==> src/rtl/appr_mult_arb.sv <==
// appr_mult_arb: shares one approximate 8x8 multiplier among NUM_REQ requesters.
// Define APPR_MULT_ARB_RR_EN for round-robin arbitration; otherwise lowest eligible index wins.
module appr_mult_arb #(
  parameter int unsigned NUM_REQ = 4,
  parameter int unsigned MUL_LAT = 1
) (
  input  logic                   iClk,
  input  logic                   iRst,
  input  logic [NUM_REQ-1:0]     iReqValid,
  input  logic [8*NUM_REQ-1:0]   iReqData1,
  input  logic [8*NUM_REQ-1:0]   iReqData2,
  output logic [NUM_REQ-1:0]     oReqReady,
  output logic [7:0]             oMulData1,
  output logic [7:0]             oMulData2,
  output logic                   oMulValid,
  input  logic [19:0]            iMulResult,
  output logic [NUM_REQ-1:0]     oRspValid,
  output logic [20*NUM_REQ-1:0]  oRspData,
  input  logic [NUM_REQ-1:0]     iRspReady,
  output logic                   oBusy
);

  localparam int unsigned TAG_W = (NUM_REQ > 1) ? $clog2(NUM_REQ) : 1;
  localparam int unsigned OP_W  = 8;
  localparam int unsigned RES_W = 20;

  logic [NUM_REQ-1:0] pending_q, pending_d;
  logic [NUM_REQ-1:0] rsp_vld_q, rsp_vld_d;
  logic [RES_W-1:0]   rsp_data_q [NUM_REQ];
  logic [RES_W-1:0]   rsp_data_d [NUM_REQ];
  logic [OP_W-1:0]    mul_data1_q, mul_data1_d;
  logic [OP_W-1:0]    mul_data2_q, mul_data2_d;
  logic               mul_vld_q, mul_vld_d;
  logic [TAG_W-1:0]   mul_idx_q, mul_idx_d;
  logic               tag_vld_q [MUL_LAT];
  logic               tag_vld_d [MUL_LAT];
  logic [TAG_W-1:0]   tag_idx_q [MUL_LAT];
  logic [TAG_W-1:0]   tag_idx_d [MUL_LAT];

  logic [NUM_REQ-1:0] eligible_c;
  logic [NUM_REQ-1:0] rsp_hs_c;
  logic               hi_hit_c, lo_hit_c, gnt_any_c;
  logic [TAG_W-1:0]   hi_idx_c, lo_idx_c, gnt_idx_c;

`ifdef APPR_MULT_ARB_RR_EN
  logic [TAG_W-1:0]   ptr_q, ptr_d;
`endif

  assign eligible_c = iReqValid & ~pending_q;
  assign rsp_hs_c   = rsp_vld_q & iRspReady;

  // Grant search: indices above ptr first (round-robin), else lowest eligible index.
  always_comb begin
    hi_hit_c = 1'b0;
    hi_idx_c = '0;
    lo_hit_c = 1'b0;
    lo_idx_c = '0;
    for (int i = int'(NUM_REQ) - 1; i >= 0; i--) begin
      if (eligible_c[i]) begin
`ifdef APPR_MULT_ARB_RR_EN
        if (TAG_W'(i) > ptr_q) begin
          hi_hit_c = 1'b1;
          hi_idx_c = TAG_W'(i);
        end else begin
          lo_hit_c = 1'b1;
          lo_idx_c = TAG_W'(i);
        end
`else
        lo_hit_c = 1'b1;
        lo_idx_c = TAG_W'(i);
`endif
      end
    end
    gnt_any_c = hi_hit_c | lo_hit_c;
    gnt_idx_c = hi_hit_c ? hi_idx_c : lo_idx_c;
  end

  always_comb begin
    oReqReady = '0;
    for (int i = 0; i < int'(NUM_REQ); i++) begin
      if (gnt_any_c && (gnt_idx_c == TAG_W'(i))) oReqReady[i] = 1'b1;
    end
  end

  // Issue stage, tag pipeline and response buffers.
  always_comb begin
    mul_vld_d   = gnt_any_c;
    mul_idx_d   = gnt_any_c ? gnt_idx_c : mul_idx_q;
    mul_data1_d = mul_data1_q;
    mul_data2_d = mul_data2_q;
    for (int i = 0; i < int'(NUM_REQ); i++) begin
      if (gnt_any_c && (gnt_idx_c == TAG_W'(i))) begin
        mul_data1_d = iReqData1[OP_W*i +: OP_W];
        mul_data2_d = iReqData2[OP_W*i +: OP_W];
      end
    end
`ifdef APPR_MULT_ARB_RR_EN
    ptr_d = gnt_any_c ? gnt_idx_c : ptr_q;
`endif
    tag_vld_d[0] = mul_vld_q;
    tag_idx_d[0] = mul_idx_q;
    for (int s = 1; s < int'(MUL_LAT); s++) begin
      tag_vld_d[s] = tag_vld_q[s-1];
      tag_idx_d[s] = tag_idx_q[s-1];
    end
    pending_d = (pending_q | (oReqReady & iReqValid)) & ~rsp_hs_c;
    rsp_vld_d = rsp_vld_q & ~rsp_hs_c;
    for (int i = 0; i < int'(NUM_REQ); i++) begin
      rsp_data_d[i] = rsp_data_q[i];
      if (tag_vld_q[MUL_LAT-1] && (tag_idx_q[MUL_LAT-1] == TAG_W'(i))) begin
        rsp_vld_d[i]  = 1'b1;
        rsp_data_d[i] = iMulResult;
      end
    end
  end

  always_ff @(posedge iClk or posedge iRst) begin
    if (iRst) begin
      pending_q   <= '0;
      rsp_vld_q   <= '0;
      mul_data1_q <= '0;
      mul_data2_q <= '0;
      mul_vld_q   <= 1'b0;
      mul_idx_q   <= '0;
`ifdef APPR_MULT_ARB_RR_EN
      ptr_q       <= TAG_W'(NUM_REQ - 1);
`endif
      for (int i = 0; i < int'(NUM_REQ); i++) rsp_data_q[i] <= '0;
      for (int s = 0; s < int'(MUL_LAT); s++) begin
        tag_vld_q[s] <= 1'b0;
        tag_idx_q[s] <= '0;
      end
    end else begin
      pending_q   <= pending_d;
      rsp_vld_q   <= rsp_vld_d;
      mul_data1_q <= mul_data1_d;
      mul_data2_q <= mul_data2_d;
      mul_vld_q   <= mul_vld_d;
      mul_idx_q   <= mul_idx_d;
`ifdef APPR_MULT_ARB_RR_EN
      ptr_q       <= ptr_d;
`endif
      for (int i = 0; i < int'(NUM_REQ); i++) rsp_data_q[i] <= rsp_data_d[i];
      for (int s = 0; s < int'(MUL_LAT); s++) begin
        tag_vld_q[s] <= tag_vld_d[s];
        tag_idx_q[s] <= tag_idx_d[s];
      end
    end
  end

  always_comb begin
    oRspData = '0;
    for (int i = 0; i < int'(NUM_REQ); i++) oRspData[RES_W*i +: RES_W] = rsp_data_q[i];
  end

  assign oMulData1 = mul_data1_q;
  assign oMulData2 = mul_data2_q;
  assign oMulValid = mul_vld_q;
  assign oRspValid = rsp_vld_q;
  assign oBusy     = |pending_q;

endmodule
==> config.mk <==
export PLATFORM = sky130hd
export DESIGN_NAME = appr_mult_arb
export DESIGN_NICKNAME = d
export VERILOG_FILES = /design/src/rtl/appr_mult_arb.sv
export SDC_FILE = /design/constraint.sdc
export NUM_CORES = 1
export LEC_CHECK = 0
export ABC_CLOCK_PERIOD_IN_PS = 5130
export CORE_ASPECT_RATIO = 1.2
export CORE_UTILIZATION = 43
export DETAILED_ROUTE_END_ITERATION = 7
export HOLD_SLACK_MARGIN = 0.12
export PLACE_DENSITY = 0.93
export SLEW_MARGIN = 20
export SYNTH_ARGS = -nofsm -noshare
export SYNTH_HDL_FRONTEND = slang
export SYNTH_SLANG_ARGS = --single-unit
==> constraint.sdc <==
create_clock -name iClk -period 5.13 [get_ports iClk]
set_input_delay 1.026 -clock iClk [delete_from_list [all_inputs] [get_ports iClk]]
set_output_delay 1.026 -clock iClk [all_outputs]
set_load 0.05 [all_outputs]
==> flow_metrics.py, run 1 <==
metrics = {
    "timing": {
        "finClkSkew_ns": 0.00755,
        "max_freq_mhz": 249,
        "period_share_pct": 78.2,
        "finalSetupViolations": 0,
        "rsz0062_at_grt": "false",
        "finalMaxSlewViolations": 0,
        "worst_slew_pin_slew_ns": 0.784,
        "relSlewSlack_pct": 47.7,
        "fin_tns_setup_ns": 0,
        "hold_violations": 0,
        "period_needed_ns": 4.01,
    },
    "logic_synthesis": {
        "synth_ff_type": "dfrtp_1",
        "synth_edf_count": 0,
        "synth_seq_cells": 110,
        "yosysWarnings": 0,
        "seq_area_frac_synth_pct": 59.0,
        "syn_avg_cell_area_um2": 12.7,
        "ys_async_sr_fraction_pct": 100,
        "netlist_instances": 366,
        "synth.cell_area_um2": 4660,
        "synth_nets": 460,
        "synth_cell_types": 28,
    },
    "global_route": {
        "grt_overflow": 0,
        "antenna_found_initial": 0,
        "grt_max_degree": 89,
        "grt_pass1_vias": 3775,
        "grtUsageTotal_pct": 22.3,
        "grt_pass1_wl_um": 19600,
    },
    "detailed_routing": {
        "highest-signal-layer": "met4",
        "vias": 3677,
        "viasPerCell": 5.28,
        "totalWireLength_um": 12600,
        "dr_wl_met3_um": 654,
        "drc_errors": 0,
        "firstDrtPassIters": 4,
        "route.antenna.remaining_nets": 0,
        "wl_met1_um": 4980,
        "drt_iter0_markers": 135,
        "wl_per_cell_um": 18.1,
        "wl_met2_um": 6760,
    },
    "setup_path": {
        "crit_type": "input port to primary output",
        "cp-end-kind": "primary output",
        "cp_common_cell": "clkdlybuf4s50_1",
        "cp.arrival_ns": 2.99,
        "r2r_slack_ns": 3.30,
        "cp_cell_sequence": "clkdlybuf4s50_1 -> nand2b_1 -> nand2_1 -> buf_4 -> nor3_1 -> clkdlybuf4s50_1",
        "worst_r2r_path_depth": 3,
        "cp.buffers_inverters": 3,
        "slowest_delay_ns": 0.83,
        "r2r_end": "oRspData[11]$_DFFE_PP0P_",
        "cp_top_family": "buffers and inverters",
        "startpoint": "iReqValid[0]",
        "critPathRequiredTime_ns": 4.10,
        "slowest_stage": "clkdlybuf4s50_1",
        "start_kind": "input port",
        "r2r_start": "tag_idx_q[1]$_DFF_PP0_",
        "critPathMaxFanout": 18,
    },
    "placement": {
        "io_buffer_count": 199,
        "place_hpwl_um": 9290,
        "gp_congestion": 0.803,
        "placed_cells": 681,
    },
    "clock_tree": {
        "clock-root-buffer": "clkbuf_16",
        "cts.clk_slew.worst_paths_ns": 0.07,
        "postCtsSetupBuffers": 0,
        "insertion_delay_ns": 0.34,
        "numCtsBuffers": 9,
        "cts.sinks": 110,
        "clk_path_buf_depth": 2,
        "post_cts_resized": 0,
        "htree_num_levels": 3,
        "holdBufCountCts": 0,
        "cts_tree": "done",
    },
    "hold_path": {
        "hold_path_class": "register to register",
        "whs_path_depth": 0,
        "min_to": "tag_idx_q[0]$_DFF_PP0_",
        "min-delay-start": "mul_idx_q[0]$_DFFE_PP0P_",
    },
    "pwr": {
        "vdd_drop_max_mv": 0.420,
        "cellPowerDensity_nw_per_um2": 805,
        "power_leakage_nw": 3.07,
    },
    "floorplan": {
        "fp.dieW_um": 97.1,
        "die_h_um": 116,
        "coreArea_um2": 10500,
        "num_rows": 41,
        "ios": 200,
        "start_util_pct": 44.4,
        "dieArea_um2": 11300,
    },
    "outcome": {
        "outcome": "complete, no violations",
    },
    "cells_and_area": {
        "instances_no_fill": 697,
        "nets": 657,
        "antenna_cells": 0,
        "area_growth_pct": 52.2,
        "nFillCells": 785,
        "final_layout_size_suffix_gt1_share_pct": 19.2,
    },
    "run": {
        "maxCapViolCount": 0,
    },
}
[cell type report]
type / count / area (um^2) / area share [%]
sequential: 110 / 2750 / 38.8
timing repair buffer: 208 / 2060 / 29.0
multi-input combinational: 227 / 1760 / 24.8
clock buffer: 9 / 225 / 3.17
tap: 129 / 161 / 2.27
clock inverter: 7 / 106 / 1.50
inverter: 7 / 31.3 / 0.441
[layout by cell type, fill, tap and decap left out]
| master | instances |
|---|---|
| o21ai_0 | 20 |
| nand2_4 | 1 |
| inv_2 | 1 |
| a21oi_1 | 12 |
| o22ai_1 | 6 |
| a2bb2oi_1 | 10 |
| nand3_1 | 2 |
| bufinv_16 | 2 |
| nand2_1 | 34 |
| clkinv_8 | 1 |
| a21o_1 | 1 |
| nand3b_1 | 2 |
| clkinv_2 | 1 |
| inv_6 | 3 |
| nor3_1 | 1 |
| inv_1 | 5 |
| clkinvlp_4 | 1 |
| or4_1 | 1 |
| a31oi_1 | 11 |
| nand2b_1 | 4 |
| mux2_1 | 1 |
| dfrtp_1 | 110 |
| nor3b_4 | 1 |
| nor2b_1 | 2 |
| nor2_2 | 1 |
| buf_4 | 9 |
| mux2_2 | 79 |
| clkbuf_16 | 9 |
| clkdlybuf4s50_1 | 199 |
| and3_1 | 6 |
| mux2i_1 | 16 |
| nor2_1 | 15 |
| and2b_1 | 1 |
[cells in the mapped netlist (4+ instances only)]
cell       instances  area share (%)
mux2_2            79              19
a31oi_1           11             1.5
nand2_1           34             2.7
o22ai_1            6            0.80
dfrtp_1          110              59
buf_4              4            0.64
and3_1             6            0.80
a2bb2oi_1         10             1.9
buf_2             15             1.6
o21ai_0           20             2.1
nand2b_1           4            0.54
a21oi_1           12             1.3
inv_1              6            0.48
mux2i_1           16             3.4
nor2_1            16             1.3
[metal layers]
metal	vias up	GRT usage, %
met3	15	3.65
li1	1691	-
met5	-	0
met1	1814	26.3
met2	157	41.9
met4	0	7.16
[state kept, by name, indices dropped and copies added (netlist names)]
register	flops
oMulData1	8
oMulData2	8
pending_q	4
mul_idx_q	2
tag_idx_q	2
oMulValid	1
oRspData	80
oRspValid	4
tag_vld_q	1
[where the power goes]
group          total [W]  switching (W)  internal [W]
logic            0.00338        0.00212       0.00126
clock network   0.000755       0.000320      0.000435
registers        0.00157       0.000262       0.00131
total            0.00571        0.00270       0.00301
[worst reg2reg max path: cells and delay by family (launching register included)]
family                 cells  cell delay [ns]
buffers and inverters      1             0.33
flip-flops                 1             0.42
AND/OR/NAND/NOR            1             0.60
multiplexers               1             0.36
[metrics by stage]
| stage | setup WS [ns] | instance area, um^2 | hold slack [ns] | util, % | power [W] |
|---|---|---|---|---|---|
| finish | 1.12 | 7100 | 0.377 | 67.5 | 0.00571 |
| global route | 1.02 | 7100 | 0.389 | 67.5 | 0.00595 |
| CTS | 1.12 | 7090 | 0.380 | 67.5 | 0.00575 |
| detailed placement | 1.14 | 6760 | 0.362 | 64.3 | 0.00498 |
| global placement | 1.13 | 6760 | 0.363 | 64.2 | 0.00488 |
| floorplan | 1.20 | 4660 | 0.349 | - | 0.00381 |
[how the worst max path moves through the flow]
stage | endpoint | slack [ns] | cells past startpoint
3_5_place_dp | oReqReady[3] | 1.14 | 6
3_3_place_gp | oReqReady[3] | 1.13 | 6
6_report | oReqReady[3] | 1.12 | 6
5_1_grt | oReqReady[3] | 1.02 | 6
2_1_floorplan | mul_idx_q[0]$_DFFE_PP0P_ | 1.20 | 1
4_1_cts | oReqReady[3] | 1.12 | 6
[cells by family after synthesis]
| family | synth area share [%] |
|---|---|
| simple gates | 7.11 |
| flops | 59.0 |
| compound gates | 7.75 |
| mux | 22.7 |
| buf+inv | 3.38 |
No activity file was read; power rests on OpenSTA's default activity.
==> run 2: changes to the inputs <==
--- a/config.mk
+++ b/config.mk
@@ -5,12 +5,12 @@
 export SDC_FILE = /design/constraint.sdc
 export NUM_CORES = 1
 export LEC_CHECK = 0
-export ABC_CLOCK_PERIOD_IN_PS = 5130
+export ABC_CLOCK_PERIOD_IN_PS = 3300
 export CORE_ASPECT_RATIO = 1.2
-export CORE_UTILIZATION = 43
+export CORE_UTILIZATION = 38
 export DETAILED_ROUTE_END_ITERATION = 7
 export HOLD_SLACK_MARGIN = 0.12
-export PLACE_DENSITY = 0.93
+export PLACE_DENSITY = 0.88
 export SLEW_MARGIN = 20
 export SYNTH_ARGS = -nofsm -noshare
 export SYNTH_HDL_FRONTEND = slang
==> constraint.sdc (replaced) <==
create_clock -name iClk -period 3.3 [get_ports iClk]
set_input_delay 0.66 -clock iClk [delete_from_list [all_inputs] [get_ports iClk]]
set_output_delay 0.66 -clock iClk [all_outputs]
set_load 0.05 [all_outputs]
==> flow_metrics.py, run 2 (synthesis results as in run 1) <==
metrics = {
    "cells_and_area": {
        "final_cell_mix": "clkdlybuf4s50_1 (196), dfrtp_1 (110), mux2_2 (79), nand2_1 (34), o21ai_0 (20)",
        "nets": 658,
        "final_layout_size_suffix_gt1_share_pct": 19.5,
        "layout_commonest_cell": "clkdlybuf4s50_1",
        "antenna_cells": 0,
        "area_growth_pct": 52.7,
        "largest_register_ffs": 80,
        "design_area_um2": 7120,
    },
    "timing": {
        "finalMaxSlewViolations": 0,
        "hold_violations": 0,
        "worst_slew_pin_slew_ns": 0.557,
        "relSlewSlack_pct": 62.9,
        "worst_slack_ns": 0.440,
        "finalSetupViolations": 0,
        "max_freq_mhz": 350,
        "hold_ws_ns": 0.378,
        "rsz0062_at_grt": "false",
        "period_share_pct": 86.7,
        "fin_tns_setup_ns": 0,
        "period_needed_ns": 2.86,
        "finClkSkew_ns": 0.00613,
    },
    "outcome": {
        "outcome": "complete, no violations",
    },
    "run": {
        "maxCapViolCount": 0,
    },
    "detailed_routing": {
        "viasPerCell": 5.10,
        "drc_errors": 0,
        "totalWireLength_um": 12500,
        "wl_per_cell_um": 17.2,
        "drt_iter0_markers": 67,
        "route.antenna.remaining_nets": 0,
        "vias": 3706,
        "firstDrtPassIters": 4,
    },
    "global_route": {
        "use_met1_pct": 21.8,
        "grtUsageMet3_pct": 4.13,
        "grt_overflow": 0,
        "busiest_layer": "met2",
        "grt_pass1_vias": 4056,
        "grt_pass1_wl_um": 19700,
        "grt_use_met2_pct": 39.2,
        "antenna_found_initial": 0,
        "grt_max_degree": 111,
        "grtUsageTotal_pct": 20.5,
    },
    "floorplan": {
        "ios": 200,
        "start_util_pct": 39.6,
        "fp.dieW_um": 103,
        "num_rows": 43,
        "dieArea_um2": 12700,
        "die_h_um": 123,
        "coreArea_um2": 11800,
    },
    "hold_path": {
        "hold_path_class": "register to register",
    },
    "pwr": {
        "clkPwrFrac_pct": 11.6,
        "cellPowerDensity_nw_per_um2": 1230,
        "power_leakage_nw": 3.06,
        "vdd_drop_max_mv": 0.668,
        "p_sw_share_pct": 47.8,
        "combPwrFrac_pct": 60.3,
        "p_seq_share_pct": 28.2,
        "switching_power_w": 0.00418,
        "intPower_w": 0.00456,
    },
    "setup_path": {
        "critPathRequiredTime_ns": 2.64,
        "cp.arrival_ns": 2.20,
        "start_kind": "input port",
        "cp_cell_sequence": "clkdlybuf4s50_1 -> nand2b_1 -> inv_2 -> clkdlybuf4s50_1",
        "cp-end-kind": "primary output",
        "slowest_stage": "clkdlybuf4s50_1",
        "cp_common_cell": "clkdlybuf4s50_1",
        "cp_top_family": "buffers and inverters",
        "cp.buffers_inverters": 3,
        "critPathMaxFanout": 4,
        "crit_type": "input port to primary output",
        "slowest_delay_ns": 0.80,
    },
    "placement": {
        "io_buffer_count": 199,
        "pre_cts_ws_ns": 0.446,
        "place_hpwl_um": 9260,
        "placed_cell_area_um2": 6840,
        "gp_congestion": 0.845,
    },
    "clock_tree": {
        "holdBufCountCts": 0,
        "cts.sinks": 110,
        "cts.clk_slew.worst_paths_ns": 0.07,
        "clk_path_buf_depth": 2,
        "htree_num_levels": 3,
        "clock-root-buffer": "clkbuf_16",
        "cts_tree": "done",
        "postCtsSetupBuffers": 0,
        "insertion_delay_ns": 0.34,
        "post_cts_resized": 0,
        "numCtsBuffers": 9,
    },
}
-- run 2: cell types whose count changed in the layout (fill, tap and decap cells not counted), sizes merged --
cell / previous run / this run
buf: 9 / 13
clkinvlp: 1 / 2
clkbuf: 9 / 11
clkdlybuf4s50: 199 / 196
inv: 9 / 7
bufinv: 2 / 0
clkinv: 2 / 3
-- run 2: path summary, 6_finish.rpt --
kind	from	end	slack [ns]	cells after the start
worst min register to register	mul_idx_q[1]$_DFFE_PP0P_	tag_idx_q[1]$_DFF_PP0_	0.38	0
worst max register to register	pending_q[2]$_DFF_PP0_	oMulData2[0]$_DFFE_PP0P_	1.55	5
max in group asynchronous	iRst	oRspData[23]$_DFFE_PP0P_	2.06	3
worst min-delay path	mul_idx_q[1]$_DFFE_PP0P_	tag_idx_q[1]$_DFF_PP0_	0.38	0
min in group asynchronous	iRst	oRspData[36]$_DFFE_PP0P_	0.83	3
worst max-delay path	iReqValid[0]	oReqReady[0]	0.44	4
-- run 2: worst register-to-register path, delay by kind of cell (launching register included) --
kind / cells / cell delay (ns)
compound gates: 2 / 0.44
simple gates: 2 / 0.47
flops: 1 / 0.40
buf+inv: 1 / 0.33
-- run 2: power groups by stage --
stage | Clock, W | Sequential, W | Combinational [W]
6_report | 0.00101 | 0.00246 | 0.00527
5_1_grt | 0.00109 | 0.00255 | 0.00554
4_1_cts | 0.00104 | 0.00247 | 0.00530
3_5_place_dp | 0 | 0.00248 | 0.00529
3_3_place_gp | 0 | 0.00244 | 0.00517
2_1_floorplan | 0 | 0.00459 | 0.00134
-- run 2: metrics by stage --
step | std cells | total power (W) | utilization (%)
floorplan | 366 | 0.00593 | -
global placement | 710 | 0.00761 | 58.0
detailed placement | 710 | 0.00778 | 58.0
CTS | 726 | 0.00880 | 60.4
global route | 726 | 0.00917 | 60.4
finish | 726 | 0.00874 | 60.4
-- run 2: cell type report --
cell class | instances | area, um^2
clock buffers | 11 | 243
clock inverters | 5 | 42.5
fillers | 909 | 4660
inverters | 7 | 30.0
multi-input cells | 227 | 1760
flip-flops and latches | 110 | 2750
well taps | 157 | 196
repair buffers | 209 | 2100
-- run 2: per-layer routing --
layer  routed length [um]  share of wire (%)
met5                    0                  0
met1                 4690                 38
met3                  670                5.4
met2                 6890                 55
met4                  216                1.7
==> run 3: changes to the inputs <==
--- a/config.mk
+++ b/config.mk
@@ -7,10 +7,11 @@
 export LEC_CHECK = 0
 export ABC_CLOCK_PERIOD_IN_PS = 3300
 export CORE_ASPECT_RATIO = 1.2
-export CORE_UTILIZATION = 38
+export CORE_UTILIZATION = 52
 export DETAILED_ROUTE_END_ITERATION = 7
+export DONT_BUFFER_PORTS = 1
 export HOLD_SLACK_MARGIN = 0.12
-export PLACE_DENSITY = 0.88
+export PLACE_DENSITY = 0.82
 export SLEW_MARGIN = 20
 export SYNTH_ARGS = -nofsm -noshare
 export SYNTH_HDL_FRONTEND = slang
==> flow_metrics.py, run 3 (synthesis results as in run 1) <==
metrics = {
    "outcome": {
        "outcome": "complete, no violations",
    },
    "setup_path": {
        "slowest_delay_ns": 0.37,
        "crit_type": "register to primary output",
        "worst_r2r_path_depth": 5,
        "slowest_stage": "dfrtp_1",
        "critPathMaxFanout": 18,
        "r2r_start": "pending_q[2]$_DFF_PP0_",
        "r2r_slack_ns": 1.37,
        "cp.arrival_ns": 1.67,
        "cp-end-kind": "primary output",
        "start_kind": "register",
        "cp_cell_sequence": "nand2b_1 -> nand2_1 -> buf_4 -> nor3_1 -> buf_4",
        "r2r_end": "oMulData1[7]$_DFFE_PP0P_",
        "cp_common_cell": "buf_4",
        "critPathRequiredTime_ns": 2.64,
    },
    "cells_and_area": {
        "final_cell_mix": "dfrtp_1 (110), mux2_2 (79), nand2_1 (34), o21ai_0 (20)",
        "area_growth_pct": 7.14,
        "nets": 461,
        "antenna_cells": 0,
        "layout_commonest_cell": "dfrtp_1",
        "multi_input_area_um2": 1760,
        "largest_register_ffs": 80,
        "regArea_um2": 2750,
        "nFillCells": 721,
        "final_layout_size_suffix_gt1_share_pct": 29.6,
    },
    "global_route": {
        "grt_pass1_vias": 3055,
        "grt_max_degree": 111,
        "grt_overflow": 0,
        "grt_pass1_wl_um": 15900,
        "antenna_found_initial": 0,
        "grtUsageTotal_pct": 22.9,
    },
    "detailed_routing": {
        "totalWireLength_um": 10200,
        "viasPerCell": 5.96,
        "drt_iter0_markers": 148,
        "route.antenna.remaining_nets": 0,
        "wl_per_cell_um": 20.9,
        "drc_errors": 0,
        "firstDrtPassIters": 4,
        "vias": 2907,
    },
    "timing": {
        "fin_tns_setup_ns": 0,
        "finalMaxSlewViolations": 0,
        "rsz0062_at_grt": "false",
        "relSlewSlack_pct": 56.6,
        "finalSetupViolations": 0,
        "hold_violations": 0,
        "period_needed_ns": 2.33,
        "finClkSkew_ns": 0.0184,
        "period_share_pct": 70.6,
        "max_freq_mhz": 429,
        "worst_slew_pin_slew_ns": 0.649,
    },
    "clock_tree": {
        "clk_path_buf_depth": 2,
        "postCtsSetupBuffers": 0,
        "numCtsBuffers": 9,
        "holdBufCountCts": 0,
        "htree_num_levels": 3,
        "insertion_delay_ns": 0.37,
        "cts.clk_slew.worst_paths_ns": 0.10,
        "post_cts_resized": 0,
        "cts_tree": "done",
        "cts.sinks": 110,
        "clock-root-buffer": "clkbuf_8",
    },
    "placement": {
        "place_hpwl_um": 7420,
        "io_buffer_count": 0,
        "gp_congestion": 0.793,
    },
    "floorplan": {
        "dieArea_um2": 9350,
        "num_rows": 37,
        "ios": 200,
        "die_h_um": 106,
        "fp.dieW_um": 88.5,
        "coreArea_um2": 8660,
        "start_util_pct": 53.9,
    },
    "run": {
        "maxCapViolCount": 0,
    },
    "hold_path": {
        "hold_path_class": "input port to asynchronous set/reset pin",
    },
}
==> run 3: metal layers <==
metal  wire, um  GRT usage (%)
met1       3810           26.4
met2       5300           39.2
met5          0              0
met3        941           8.61
met4        163           6.68
==> run 3: how the worst max path moves through the flow <==
stage,from,endpoint,slack (ns),cells after the start
floorplan,iReqValid[0],oReqReady[3],0.34,5
global placement,iReqValid[0],oReqReady[3],1.10,5
detailed placement,iReqValid[0],oReqReady[3],1.10,5
CTS,pending_q[0]$_DFF_PP0_,oReqReady[3],0.94,5
global route,pending_q[0]$_DFF_PP0_,oReqReady[3],0.86,5
finish,pending_q[0]$_DFF_PP0_,oReqReady[3],0.97,5
==> run 3: per-stage QoR <==
| stage | util, % | hold slack [ns] | setup WS (ns) | area [um^2] | instances |
|---|---|---|---|---|---|
| 2_1_floorplan | - | 0.349 | 0.339 | 4670 | 366 |
| 3_3_place_gp | 55.4 | 0.362 | 1.10 | 4790 | 473 |
| 3_5_place_dp | 55.4 | 0.373 | 1.10 | 4790 | 473 |
| 4_1_cts | 57.7 | 0.337 | 0.944 | 5000 | 488 |
| 5_1_grt | 57.7 | 0.330 | 0.860 | 5000 | 488 |
| 6_report | 57.7 | 0.290 | 0.971 | 5000 | 488 |
==> run 3: layout make-up <==
cell class	instances	area share, %
Tap cell	117	2.93
Inverter	7	0.601
Multi-Input combinational cell	227	35.2
Clock buffer	9	2.48
Sequential cell	110	55.1
Clock inverter	6	1.63
Timing Repair Buffer	12	2.05
==> run 3: critical path: cells and delay by family, from the launching register on <==
kind	cells	cell delay [ns]
buf+inv	2	0.43
simple gates	3	0.52
flops	1	0.37
Power of run 3 is left out: the tool's default activity adds up to more than one toggle a clock period on the data nets, which glitch-free logic cannot reach.
